--- config.mk ---
export PLATFORM = sky130hd
export DESIGN_NAME = clock_set_ctrl
export DESIGN_NICKNAME = d
export VERILOG_FILES = /design/src/rtl/clock_set_ctrl.sv
export SDC_FILE = /design/constraint.sdc
export NUM_CORES = 1
export LEC_CHECK = 0
export BUFFER_PORTS_ARGS = -buffer_cell sky130_fd_sc_hd__buf_2
export CORE_ASPECT_RATIO = 1.75
export CORE_MARGIN = 4
export CORE_UTILIZATION = 40
export CTS_CLUSTER_DIAMETER = 100
export DETAILED_ROUTE_END_ITERATION = 12
export PLACE_DENSITY = 0.57
export SETUP_SLACK_MARGIN = 0.02
export SYNTH_ARGS = -nofsm -noshare
export SYNTH_HDL_FRONTEND = slang
export SYNTH_SLANG_ARGS = --single-unit
--- constraint.sdc ---
create_clock -name clk -period 5.1 [get_ports clk]
set_input_delay 0.51 -clock clk [delete_from_list [all_inputs] [get_ports clk]]
set_output_delay 0.51 -clock clk [all_outputs]
set_load 0.005 [all_outputs]
--- src/rtl/clock_set_ctrl.sv ---
// rtl/clock_set_ctrl.sv - minute tick, hour/minute set mode, load strobe and blink flags for a BCD clock
// Outputs are registered from next-state values so they line up with the state register.
module clock_set_ctrl #(
  parameter int TICKS_PER_MIN = 60,
  parameter int BLINK_DIV     = 25,
  parameter int TIMEOUT       = 1000
) (
  input  logic       clk,
  input  logic       rst,
  input  logic       mode_btn,
  input  logic       inc_btn,
  input  logic [3:0] cur_h1,
  input  logic [3:0] cur_h0,
  input  logic [3:0] cur_m1,
  input  logic [3:0] cur_m0,
  output logic       tick,
  output logic       load,
  output logic [3:0] ld_h1,
  output logic [3:0] ld_h0,
  output logic [3:0] ld_m1,
  output logic [3:0] ld_m0,
  output logic       blank_hr,
  output logic       blank_min,
  output logic       setting
);

  localparam int PW = (TICKS_PER_MIN > 1) ? $clog2(TICKS_PER_MIN) : 1;
  localparam int BW = (BLINK_DIV > 1) ? $clog2(BLINK_DIV) : 1;
  localparam int IW = (TIMEOUT > 1) ? $clog2(TIMEOUT) : 1;
  localparam logic [PW-1:0] PRESC_LAST = PW'(TICKS_PER_MIN - 1);
  localparam logic [BW-1:0] BLINK_LAST = BW'(BLINK_DIV - 1);
  localparam logic [IW-1:0] IDLE_LAST  = IW'(TIMEOUT - 1);

  typedef enum logic [1:0] {ST_RUN, ST_SET_HR, ST_SET_MIN, ST_COMMIT} state_t;

  state_t        r_state, w_state_nxt;
  logic          r_mode_prev, r_inc_prev;
  logic [PW-1:0] r_presc, w_presc_nxt;
  logic [BW-1:0] r_blink_cnt, w_blink_cnt_nxt;
  logic          r_phase, w_phase_nxt;
  logic [IW-1:0] r_idle, w_idle_nxt;
  logic [15:0]   r_edit, w_edit_nxt;
  logic          w_tick_nxt;
  logic          w_mode_edge, w_inc_edge;

  function automatic logic [7:0] hr_inc(input logic [3:0] h1, input logic [3:0] h0);
    if (h1 >= 4'd2 && h0 >= 4'd3) hr_inc = 8'h00;
    else if (h0 == 4'd9)          hr_inc = {h1 + 4'd1, 4'd0};
    else                          hr_inc = {h1, h0 + 4'd1};
  endfunction

  function automatic logic [7:0] min_inc(input logic [3:0] m1, input logic [3:0] m0);
    if (m1 >= 4'd5 && m0 >= 4'd9) min_inc = 8'h00;
    else if (m0 == 4'd9)          min_inc = {m1 + 4'd1, 4'd0};
    else                          min_inc = {m1, m0 + 4'd1};
  endfunction

  // A simultaneous mode press swallows the inc press.
  assign w_mode_edge = mode_btn & ~r_mode_prev;
  assign w_inc_edge  = inc_btn & ~r_inc_prev & ~w_mode_edge;

  always_ff @(posedge clk or posedge rst) begin
    if (rst) r_state <= ST_RUN;
    else     r_state <= w_state_nxt;
  end

  always_comb begin
    w_state_nxt     = r_state;
    w_presc_nxt     = '0;
    w_blink_cnt_nxt = '0;
    w_phase_nxt     = 1'b0;
    w_idle_nxt      = '0;
    w_edit_nxt      = r_edit;
    w_tick_nxt      = 1'b0;
    case (r_state)
      ST_RUN: begin
        if (w_mode_edge) begin
          w_state_nxt = ST_SET_HR;
          w_edit_nxt  = {cur_h1, cur_h0, cur_m1, cur_m0};
        end else begin
          w_presc_nxt = (r_presc == PRESC_LAST) ? '0 : r_presc + 1'b1;
          w_tick_nxt  = (r_presc == PRESC_LAST);
        end
      end
      ST_SET_HR, ST_SET_MIN: begin
        w_idle_nxt = r_idle + 1'b1;
        if (r_blink_cnt == BLINK_LAST) begin
          w_blink_cnt_nxt = '0;
          w_phase_nxt     = ~r_phase;
        end else begin
          w_blink_cnt_nxt = r_blink_cnt + 1'b1;
          w_phase_nxt     = r_phase;
        end
        if (w_mode_edge) begin
          w_state_nxt     = (r_state == ST_SET_HR) ? ST_SET_MIN : ST_COMMIT;
          w_idle_nxt      = '0;
          w_blink_cnt_nxt = '0;
          w_phase_nxt     = 1'b0;
        end else if (w_inc_edge) begin
          w_idle_nxt      = '0;
          w_blink_cnt_nxt = '0;
          w_phase_nxt     = 1'b0;
          if (r_state == ST_SET_HR) w_edit_nxt[15:8] = hr_inc(r_edit[15:12], r_edit[11:8]);
          else                      w_edit_nxt[7:0]  = min_inc(r_edit[7:4], r_edit[3:0]);
        end else if (r_idle == IDLE_LAST) begin
          w_state_nxt     = ST_RUN;
          w_idle_nxt      = '0;
          w_blink_cnt_nxt = '0;
          w_phase_nxt     = 1'b0;
        end
      end
      ST_COMMIT: begin
        // Prescaler starts counting here so the first tick lands TICKS_PER_MIN after load.
        w_state_nxt = ST_RUN;
        w_presc_nxt = r_presc + 1'b1;
      end
      default: w_state_nxt = ST_RUN;
    endcase
  end

  always_ff @(posedge clk or posedge rst) begin
    if (rst) begin
      r_mode_prev <= 1'b0;
      r_inc_prev  <= 1'b0;
      r_presc     <= '0;
      r_blink_cnt <= '0;
      r_phase     <= 1'b0;
      r_idle      <= '0;
      r_edit      <= '0;
      tick        <= 1'b0;
      load        <= 1'b0;
      ld_h1       <= '0;
      ld_h0       <= '0;
      ld_m1       <= '0;
      ld_m0       <= '0;
      blank_hr    <= 1'b0;
      blank_min   <= 1'b0;
      setting     <= 1'b0;
    end else begin
      r_mode_prev <= mode_btn;
      r_inc_prev  <= inc_btn;
      r_presc     <= w_presc_nxt;
      r_blink_cnt <= w_blink_cnt_nxt;
      r_phase     <= w_phase_nxt;
      r_idle      <= w_idle_nxt;
      r_edit      <= w_edit_nxt;
      tick        <= w_tick_nxt;
      load        <= (w_state_nxt == ST_COMMIT);
      if (w_state_nxt == ST_COMMIT) {ld_h1, ld_h0, ld_m1, ld_m0} <= w_edit_nxt;
      blank_hr    <= (w_state_nxt == ST_SET_HR) & w_phase_nxt;
      blank_min   <= (w_state_nxt == ST_SET_MIN) & w_phase_nxt;
      setting     <= (w_state_nxt == ST_SET_HR) | (w_state_nxt == ST_SET_MIN);
    end
  end

endmodule

==> impl_results.md <==
* Flop and latch count out of synthesis at 63
* Area of placed instances at 3830 um2
* Initial antenna violation count at 0
* Data arrival, critical path at 3460 ps
* Global-route wire length before repair at around 13000 um
* Final Wtd Congestion at 0.846
* FP Rows at 45
* Max-cap violation count at 0
* CTS Hold Bufs at 0
* Final hold slack at roughly 320 ps
* Critical path startpoint category: flop
* Die X at slightly below 80 um
* Power density cells at about 570 nW/um2
* Syn Area/Cell at slightly above 10 um2
* Hold Crit Depth at 1
* WL/cell at 15.4 um
* Setup bufs post-CTS at 0
* Post-Place Worst Slack at 1780 ps
* Hold Path End: r_inc_prev
* FF-to-FF Start: r_state[0]
* Io pins at 41
* GRT Util Overall at 0.163
* Syn nets at 387
* Synthesized area at 3560 um2
* CP Class: flop to flop
* DP HPWL at 5670 um
* Reg clk slew, reported paths at approximately 50 ps
* Num CTS Buffers at 9
* Yosys warns at 0
* Reg-to-reg slack, setup at between 1500 and 2000 ps
* Fill count at about 870
* Top cell type's share of synthesized area at 0.443
* HP Start: inc_btn
* Vias in the first global route at 2815
* Final core occ at 0.477
* CP Data Required Time at roughly 5300 ps
* Primary FF master, synth: dfrtp_1
* Clock buffer depth at 2
* 1st-iter DRT viols at 98
* Final Hold Vio Count at 0
* Sequential area share after synthesis at 0.443
* Cells after Synth at 349
* Total negative slack at 0 ps
* Clock Skew at roughly 4.6 ps
* Fmax at 308 MHz
* Worst-case reg-to-reg path depth at 8
* H-tree levels at 3
* Layout cells sized above 1 at 0.238
* Lkg Pwr at between 1.5 and 2 nW
* Die Y at 133 um
* Final Cell Area at 4140 um2
* Max Slew Vio Count at 0
* Fin crit period at 3250 ps
* Diode count at 0
* Setup WS post-layout at 1850 ps
* Final WL at 7840 um
* RSZ-0062 raised after global routing: false
* Outcome: finished clean
* Area delta synth->final at 16.3%
* GRT overflow at 0
* Die Area at 10500 um2
* Critical Path Sink Type: flop
* CTS root buf: clkbuf_16
* Worst-path fanout max at 25
* Reg2reg end: ld_h0[2]
* Initial cell density of the core at 0.410
* Ys async rst share at 1.00
* Hold WC Path Type: input pin to flop
* Worst slew pin tran at about 1100 ps
* Max VDD drop at 0.299 mV
* Setup-failing EPs final at 0
* DR vias at around 2700
* Detail Route Antenna Nets at 0
* Top post-synthesis cells by area: dfrtp_1 44%, ha_1 6.3%, nor2_1 3.9%
* Relative max-transition margin at 0.300
* Post-cts resize count at 0
* Clock sinks at 63
* Distinct cells, synth at 67
* Yosys top cell by area: dfrtp_1
* Fin crit share at 0.637
* Count of input and output buffers at 40
* DRC at 0
* DR vias/cell at 5.30
* Skew-Pair Late Insertion Delay at 330 ps
* Placeable Area at 8670 um2
* CTS tree: yes
* Detailed-router iteration count before antenna repair at 4
* Post-synth EDFFs at 0
* Largest net degree at the start of global routing at 64
* Final nets at approximately 420
[state kept, by name, indices dropped and copies added, names as in the netlist]
signal       count
r_phase          1
ld_m0            4
load             1
r_inc_prev       1
r_mode_prev      1
ld_m1            4
tick             1
setting          1
ld_h0            4
ld_h1            4
r_state          2
r_idle          10
r_blink_cnt      5
r_edit          16
r_presc          6
blank_min        1
blank_hr         1
[cell type report]
| cell class | count | area (um2) | share of cell area |
|---|---|---|---|
| multi-input combinational | 251 | 1820 | 0.440 |
| sequential | 63 | 1580 | 0.381 |
| inverter | 20 | 75.1 | 0.0181 |
| clock buffer | 13 | 270 | 0.0653 |
| timing repair buffer | 41 | 208 | 0.0502 |
| tap | 117 | 146 | 0.0354 |
| clock inverter | 3 | 40.0 | 0.00967 |
[critical path, stage by stage (launching register included)]
cell	delay [ps]
dfrtp_1	410
inv_1	70
ha_1	630
nand2b_1	180
a21o_1	180
a21o_1	180
o21ai_0	140
ha_1	920
mux2_2	420
[routing by layer]
layer  vias up  GRT usage  share of wire
met4         0     0.0908          0.028
li1       1315          -              -
met3        14     0.0307          0.030
met2        50      0.281           0.53
met5         -          0              0
met1      1314      0.186           0.41
[per-stage QoR]
stage | std cells | power (W)
after floorplan | 349 | 0.00147
after global placement | 492 | 0.00171
after detailed placement | 492 | 0.00173
after CTS | 508 | 0.00237
after global routing | 508 | 0.00251
final | 508 | 0.00234
[kinds of logic after synthesis]
logic type	count (synthesis)	share of synthesized area
and+or+nand+nor	126	0.199
AOI/OAI and AO/OA	76	0.163
DFF	63	0.443
buffers and inverters	35	0.0447
adders and majority gates	18	0.0633
muxes	16	0.0503
xor gates and xnor gates	15	0.0369
[cells in the mapped netlist (all sizes together) (3+ instances only)]
library cell,count
nand3b,4
nand3,12
o22ai,3
or3,3
mux2,12
o21ai,16
a211o,3
a21boi,3
buf,9
nand4,8
a21oi,13
nor3,9
inv,20
ha,18
a21o,4
dfrtp,63
a22oi,6
a31oi,10
xnor2,9
nand2,22
nor2b,3
nor2,37
or2,3
clkbuf,6
o31ai,3
xor2,6
mux2i,4
nand2b,8
and2,3
[worst max path at each step]
stage          endpoint  startpoint
2_1_floorplan  ld_h0[1]  r_state[0]
3_3_place_gp   ld_m1[1]  r_state[0]
3_5_place_dp   ld_h0[2]  r_state[0]
4_1_cts        ld_h0[2]  r_state[0]
5_1_grt        ld_h0[2]  r_state[0]
6_report       ld_h0[2]  r_state[0]
[cells in the final DEF, fill, tap and decap left out, types with 6 or more instances in the layout]
master,n
dfrtp_1,63
buf_2,40
nor2_1,37
nand2_1,21
inv_1,18
ha_1,18
a21oi_1,13
mux2_2,11
o21ai_0,11
nand3_1,11
a31oi_1,10
xnor2_1,9
clkbuf_16,9
nand4_1,8
nor3_1,7
nand2b_1,6
xor2_1,6
a22oi_1,6
[power breakdown]
part | internal, W | leakage (nW) | total (W) | switching, W
registers | 0.000642 | 0.832 | 0.000773 | 0.000131
clock network | 0.000416 | 0.156 | 0.000624 | 0.000208
logic | 0.000397 | 0.895 | 0.000944 | 0.000547
total | 0.00146 | 1.88 | 0.00234 | 0.000886
Power figures use the tool's default switching activity.
